==> src/rtl/rr_stream_mux8_pkg.sv <==
// Shared types and constants for the 8-lane round-robin stream mux.
// Used by rr_stream_mux8_if, rr_arb8 and rr_stream_mux8.
package mux_pkg;

   localparam int NLANE = 8;
   localparam int SEL_W = 3;

   typedef logic [SEL_W-1:0] lane_t;

   typedef enum logic {
      ST_IDLE = 1'b0,
      ST_HOLD = 1'b1
   } state_t;

   // Bit offset of lane k inside the packed input bus.
   function automatic int lane_slice(input int dw, input int k);
      return dw * k;
   endfunction

endpackage

==> src/rtl/rr_stream_mux8_if.sv <==
// Lane-side and output-side stream signals of rr_stream_mux8.
// out_par exists only when RR_MUX_PARITY_EN is defined.
interface rr_stream_mux8_if #(
   parameter int DW = 4
);
   import mux_pkg::*;

   logic [NLANE*DW-1:0] in_data;
   logic [NLANE-1:0]    in_valid;
   logic [NLANE-1:0]    in_ready;
   logic [DW-1:0]       out_data;
   lane_t               out_sel;
   logic                out_valid;
   logic                out_ready;
`ifdef RR_MUX_PARITY_EN
   logic                out_par;
`endif

   modport slave (
      input  in_data, in_valid, out_ready,
`ifdef RR_MUX_PARITY_EN
      output out_par,
`endif
      output in_ready, out_data, out_sel, out_valid
   );

   modport master (
      output in_data, in_valid, out_ready,
`ifdef RR_MUX_PARITY_EN
      input  out_par,
`endif
      input  in_ready, out_data, out_sel, out_valid
   );

endinterface

==> src/rtl/rr_stream_mux8_arb.sv <==
// rr_arb8: combinational circular priority search over 8 requests,
// starting at ptr+1 and ending at ptr itself.
module rr_arb8
   import mux_pkg::*;
(
   input  logic [NLANE-1:0] req_i,
   input  lane_t            ptr_i,
   output lane_t            gnt_idx_o,
   output logic             gnt_any_o
);

   lane_t cand;

   // Walk from lowest to highest priority so the last hit wins.
   always_comb begin
      gnt_idx_o = '0;
      gnt_any_o = 1'b0;
      cand      = '0;
      for (int i = NLANE; i >= 1; i--) begin
         cand = ptr_i + lane_t'(i);
         if (req_i[cand]) begin
            gnt_idx_o = cand;
            gnt_any_o = 1'b1;
         end
      end
   end

endmodule

==> src/rtl/rr_stream_mux8.sv <==
// rr_stream_mux8: 8-to-1 round-robin stream mux, bursts of up to BURST beats per lane,
// registered output tagged with the source lane. Optional out_par via RR_MUX_PARITY_EN.
//
// state   | meaning
// ST_IDLE | no lane holds the grant; next grant by circular search from ptr+1
// ST_HOLD | lane ptr holds the grant while valid and bcnt < BURST
module rr_stream_mux8
   import mux_pkg::*;
#(
   parameter int DW    = 4,
   parameter int BURST = 1
) (
   input logic             clk,
   input logic             rst,
   rr_stream_mux8_if.slave bus
);

   localparam logic [3:0] BURST_C = 4'(BURST);

   state_t           state_q, state_d;
   lane_t            ptr_q, ptr_d;
   logic [3:0]       bcnt_q, bcnt_d;
   logic [DW-1:0]    out_data_q;
   lane_t            out_sel_q;
   logic             out_valid_q;
   logic             load, hold_ok, arb_any, gnt_any;
   lane_t            arb_idx, gnt_idx;
   logic [DW-1:0]    gnt_data;
   logic [NLANE-1:0] ready_oh;

   rr_arb8 u_arb (
      .req_i     (bus.in_valid),
      .ptr_i     (ptr_q),
      .gnt_idx_o (arb_idx),
      .gnt_any_o (arb_any)
   );

   always_comb begin
      load     = !out_valid_q || bus.out_ready;
      hold_ok  = (state_q == ST_HOLD) && bus.in_valid[ptr_q] && (bcnt_q < BURST_C);
      gnt_idx  = hold_ok ? ptr_q : arb_idx;
      gnt_any  = hold_ok || arb_any;
      gnt_data = bus.in_data[lane_slice(DW, int'(gnt_idx)) +: DW];
      ready_oh = '0;
      if (load && gnt_any) ready_oh[gnt_idx] = 1'b1;
   end

   // A rotation grant (even back to ptr) starts a fresh burst.
   always_comb begin
      state_d = state_q;
      ptr_d   = ptr_q;
      bcnt_d  = bcnt_q;
      if (load) begin
         if (!gnt_any) begin
            state_d = ST_IDLE;
         end else begin
            if (hold_ok) begin
               bcnt_d = bcnt_q + 4'd1;
            end else begin
               ptr_d  = gnt_idx;
               bcnt_d = 4'd1;
            end
            state_d = (BURST > 1) ? ST_HOLD : ST_IDLE;
         end
      end
   end

`ifdef RR_MUX_PARITY_EN
   logic out_par_q;
`endif

   always_ff @(posedge clk) begin
      if (rst) begin
         state_q     <= ST_IDLE;
         ptr_q       <= lane_t'(NLANE - 1);
         bcnt_q      <= '0;
         out_data_q  <= '0;
         out_sel_q   <= '0;
         out_valid_q <= 1'b0;
`ifdef RR_MUX_PARITY_EN
         out_par_q   <= 1'b0;
`endif
      end else begin
         state_q <= state_d;
         ptr_q   <= ptr_d;
         bcnt_q  <= bcnt_d;
         if (load) begin
            out_valid_q <= gnt_any;
            if (gnt_any) begin
               out_data_q <= gnt_data;
               out_sel_q  <= gnt_idx;
`ifdef RR_MUX_PARITY_EN
               out_par_q  <= ^{gnt_data, gnt_idx};
`endif
            end
         end
      end
   end

   assign bus.in_ready  = ready_oh;
   assign bus.out_data  = out_data_q;
   assign bus.out_sel   = out_sel_q;
   assign bus.out_valid = out_valid_q;
`ifdef RR_MUX_PARITY_EN
   assign bus.out_par   = out_par_q;
`endif

endmodule

==> src/flat_wrapper.sv <==
// flat-port wrapper written by rule: the top's interface ports become plain ports
module rr_stream_mux8_flat import mux_pkg::*;
#(
   parameter int DW    = 4,
   parameter int BURST = 1
)
  (clk, rst, bus_in_data, bus_in_valid, bus_out_ready, bus_in_ready, bus_out_data, bus_out_sel, bus_out_valid);
  rr_stream_mux8_if #(.DW(DW)) bus_i ();
  input logic clk;
  input logic rst;
  input wire logic [$bits(bus_i.in_data)-1:0] bus_in_data;
  input wire logic [$bits(bus_i.in_valid)-1:0] bus_in_valid;
  input wire logic [$bits(bus_i.out_ready)-1:0] bus_out_ready;
  output wire logic [$bits(bus_i.in_ready)-1:0] bus_in_ready;
  output wire logic [$bits(bus_i.out_data)-1:0] bus_out_data;
  output wire logic [$bits(bus_i.out_sel)-1:0] bus_out_sel;
  output wire logic [$bits(bus_i.out_valid)-1:0] bus_out_valid;
  assign bus_i.in_data = bus_in_data;
  assign bus_i.in_valid = bus_in_valid;
  assign bus_i.out_ready = bus_out_ready;
  assign bus_in_ready = bus_i.in_ready;
  assign bus_out_data = bus_i.out_data;
  assign bus_out_sel = bus_i.out_sel;
  assign bus_out_valid = bus_i.out_valid;
  rr_stream_mux8 #(.DW(DW), .BURST(BURST)) u_core (.clk(clk), .rst(rst), .bus(bus_i));
endmodule
==> config.mk <==
export PLATFORM = sky130hd
export DESIGN_NAME = rr_stream_mux8_flat
export DESIGN_NICKNAME = d
export VERILOG_FILES = /design/src/rtl/rr_stream_mux8_pkg.sv /design/src/rtl/rr_stream_mux8_if.sv /design/src/rtl/rr_stream_mux8_arb.sv /design/src/rtl/rr_stream_mux8.sv /design/src/flat_wrapper.sv
export SDC_FILE = /design/constraint.sdc
export NUM_CORES = 1
export LEC_CHECK = 0
export CORE_ASPECT_RATIO = 1.5
export CORE_MARGIN = 2
export CORE_UTILIZATION = 25
export DETAILED_ROUTE_END_ITERATION = 12
export PLACE_DENSITY = 0.62
export SLEW_MARGIN = 10
export SYNTH_ARGS = -nofsm -noshare
export SYNTH_HDL_FRONTEND = slang
export SYNTH_SLANG_ARGS = --single-unit
==> constraint.sdc <==
create_clock -name clk -period 4.3 [get_ports clk]
set_clock_uncertainty 0.15 [all_clocks]
set_input_delay 0.86 -clock clk [delete_from_list [all_inputs] [get_ports clk]]
set_output_delay 0.86 -clock clk [all_outputs]
set_load 0.005 [all_outputs]
==> flow_summary.ini <==
[logic_synthesis]
avgSynthCellArea_um2 = 8.45
synth-adder-area-share_pct = 1.40
synth-edff-count = 0
async_flop_share_pct = 0
synth_seq_area_share_pct = 12.3
synth_flop_cell = dfxtp_1
netlist.area_leader.share_pct = 12.3
synthMuxAreaShare_pct = 26.8
netlist_top_cells_area = dfxtp_1, mux4_2, mux2_2
synth-xor-area-share_pct = 3.00
yosys_warnings = 0
synth.distinct_cells = 56
synth_compound_area_share_pct = 33.7
synth_nets = 257
synth_top_family_by_area = compound AO/OA/AOI/OAI gates
synth_area_um2 = 1790
synth_cells = 212
synth-simple-area-share_pct = 15.9
ys_seq_elements = 11
netlist.top_cell.by_area = dfxtp_1

[sta]
slew_headroom_pct = 55.2
worstMarginPinSlew_ns = 0.663
fmax_mhz = 238
timing.final.crit_share_pct = 97.6
hold_viol = 0
fin_hold_ws_ns = 0.317
finalSetupViolCount = 0
post-route-min-period_ns = 4.20
slew_violations = 0

[detailed_routing]
vias = 2288
drc = 0
ant_nets = 0
first_pass_iters = 6
finalWirelength_mm = 6.81
drt_iter0_markers = 185
via_per_inst = 5.65
routedWlPerCell_um = 16.8

[layout]
final_cells = 405
syn_to_final_growth_pct = 73.5
nets = 373
fin_util_pct = 45.1
final_common_cell = buf_4
n_fill_cell = 669
design_area_um2 = 3110
drive_above_1_share_pct = 45.0
antenna_cells = 0
final_cell_mix = buf_4, clkdlybuf4s50_1, a21oi_1, mux2_2

[clocking]
clock-root-buffer = clkbuf_8
cts-buffers-inserted = 3
cts.htree.levels = 1
cts_tree = yes
clk_pin_slew_ns = 0.05
clk_latency_ns = 0.25
cts_sinks = 11
hold_buffers = 0
cts_buffer_depth = 2

[hold_path]
hp-class = reg2reg
whs_path_depth = 2

[worst_setup_path]
rr_worst_depth = 13
worst_setup_path_start_kind = primary input
critPathBufInv = 4
endpoint_kind = output port
cp_data_arrival_time_ns = 3.19
critical-path-slowest-cell = or4_4
cp_cell_sequence = buf_2 > buf_4 > mux4_2 > mux2i_1 > a32oi_2 > buf_4 > o31ai_4 > a21oi_2 > or4_4 > nor2_4 > buf_6
crit_family = simple AND/OR/NAND/NOR gates
crit_type = in2out
crit_required_ns = 3.29
cpPeakStageDelay_ns = 0.56
crit_top_cell = buf_4
cp_max_fo = 4
cp.depth = 11

[global_routing]
grt_pass1_vias = 2318
grt_pass1_wl_mm = 11.0
grt_max_degree = 35
grtUsageTotal_pct = 17.4
antenna_found_initial = 0
overflow = 0

[placement]
port_buffers = 58
place_inst = 380
dpl-instance-area_um2 = 2760
gp_congestion = 0.834
dpl.hpwl_mm = 4.86

[run]
drv_cap = 0

[floorplan]
fp.coreArea_um2 = 6900
die_y_um = 108
dieArea_um2 = 7870
rows = 37
start_util_pct = 26.0
die_w_um = 73.1
ioPinCount = 59

[outcome]
status = finished clean
-- cell usage after synthesis, types with 2 or more instances --
| cell type | instances |
|---|---|
| buf_6 | 3 |
| a221oi_1 | 2 |
| mux4_2 | 9 |
| o21ai_0 | 9 |
| and3_1 | 5 |
| a211o_1 | 2 |
| a21boi_0 | 5 |
| mux2i_1 | 12 |
| o32ai_1 | 3 |
| dfxtp_1 | 11 |
| a41o_1 | 5 |
| nand2b_1 | 6 |
| buf_2 | 7 |
| a21o_1 | 2 |
| and2_1 | 3 |
| nand3_1 | 7 |
| nor3_1 | 8 |
| a21oi_1 | 20 |
| mux2_2 | 14 |
| nor2_1 | 12 |
| inv_1 | 5 |
| a22oi_1 | 5 |
| ha_1 | 2 |
| clkbuf_1 | 5 |
| a211oi_1 | 7 |
| xnor2_1 | 2 |
| buf_4 | 2 |
| nand2_1 | 11 |
-- cell families (layout without fill, tap and decap cells) --
family | Yosys count | count (layout)
flip-flops | 11 | 11
AND/OR/NAND/NOR | 56 | 56
adder cells (fa/ha/maj) | 2 | 2
AO/OA/AOI/OAI | 81 | 81
buffers and inverters | 23 | 138
XOR/XNOR | 4 | 4
multiplexers | 35 | 35
-- state kept, by name, indices dropped and copies added (netlist names) --
register              count
u_core.bus.out_data       4
u_core.bus.out_valid      1
u_core.bus.out_sel        3
u_core.ptr_q              3
-- path summary, 6_finish.rpt --
check | startpoint | to | slack [ns]
worst max register to register | u_core.ptr_q[0]$_SDFFE_PP1P_ | u_core.bus.out_data[0]$_SDFFE_PP0P_ | 0.77
worst max-delay path | bus_in_valid[0] | bus_in_ready[3] | 0.10
worst min register to register | u_core.bus.out_sel[2]$_SDFFE_PP0P_ | u_core.bus.out_sel[2]$_SDFFE_PP0P_ | 0.32
worst min-delay path | u_core.bus.out_sel[2]$_SDFFE_PP0P_ | u_core.bus.out_sel[2]$_SDFFE_PP0P_ | 0.32
-- through the flow --
| step | TNS [ns] | setup WS (ns) |
|---|---|---|
| 6_report | 0 | 0.101 |
| 5_1_grt | -0.00657 | -0.00657 |
| 4_1_cts | -0.0169 | -0.0169 |
| 3_5_place_dp | -4.88 | -0.691 |
| 3_3_place_gp | -4.73 | -0.652 |
| 2_1_floorplan | 0 | 0.00237 |
-- layout make-up --
class	instances	area (um^2)	area share, %
flip-flops and latches	11	223	7.17
well taps	78	97.6	3.14
inverters	6	22.5	0.725
clock buffers	4	45.0	1.45
multi-input cells	178	1640	52.8
repair buffers	128	1080	34.7
-- metal layers --
| layer | wire length (um) | vias up | part of all wire [%] | track usage (%) |
|---|---|---|---|---|
| met5 | 0 | - | 0 | 0 |
| met4 | 312 | 0 | 4.6 | 7.41 |
| met3 | 396 | 24 | 5.8 | 2.62 |
| met2 | 3530 | 98 | 52 | 31.7 |
| met1 | 2560 | 1095 | 38 | 19.5 |
| li1 | - | 1071 | - | - |
-- tightest hold or removal path, cell delays in order (launching register included) --
cell and delay [ns]:
dfxtp_1 0.31, nand2_1 0.05, a21oi_1 0.06
-- timing repair --
action,CTS,global route
setup endpoints to repair,8,8
gates resized for setup,77,26
hold endpoints to repair,0,0
buffers inserted,15,6
pin swaps,10,9
Power is not shown: default switching activity piles up to over one toggle a cycle in this logic, so the estimate is an artifact.
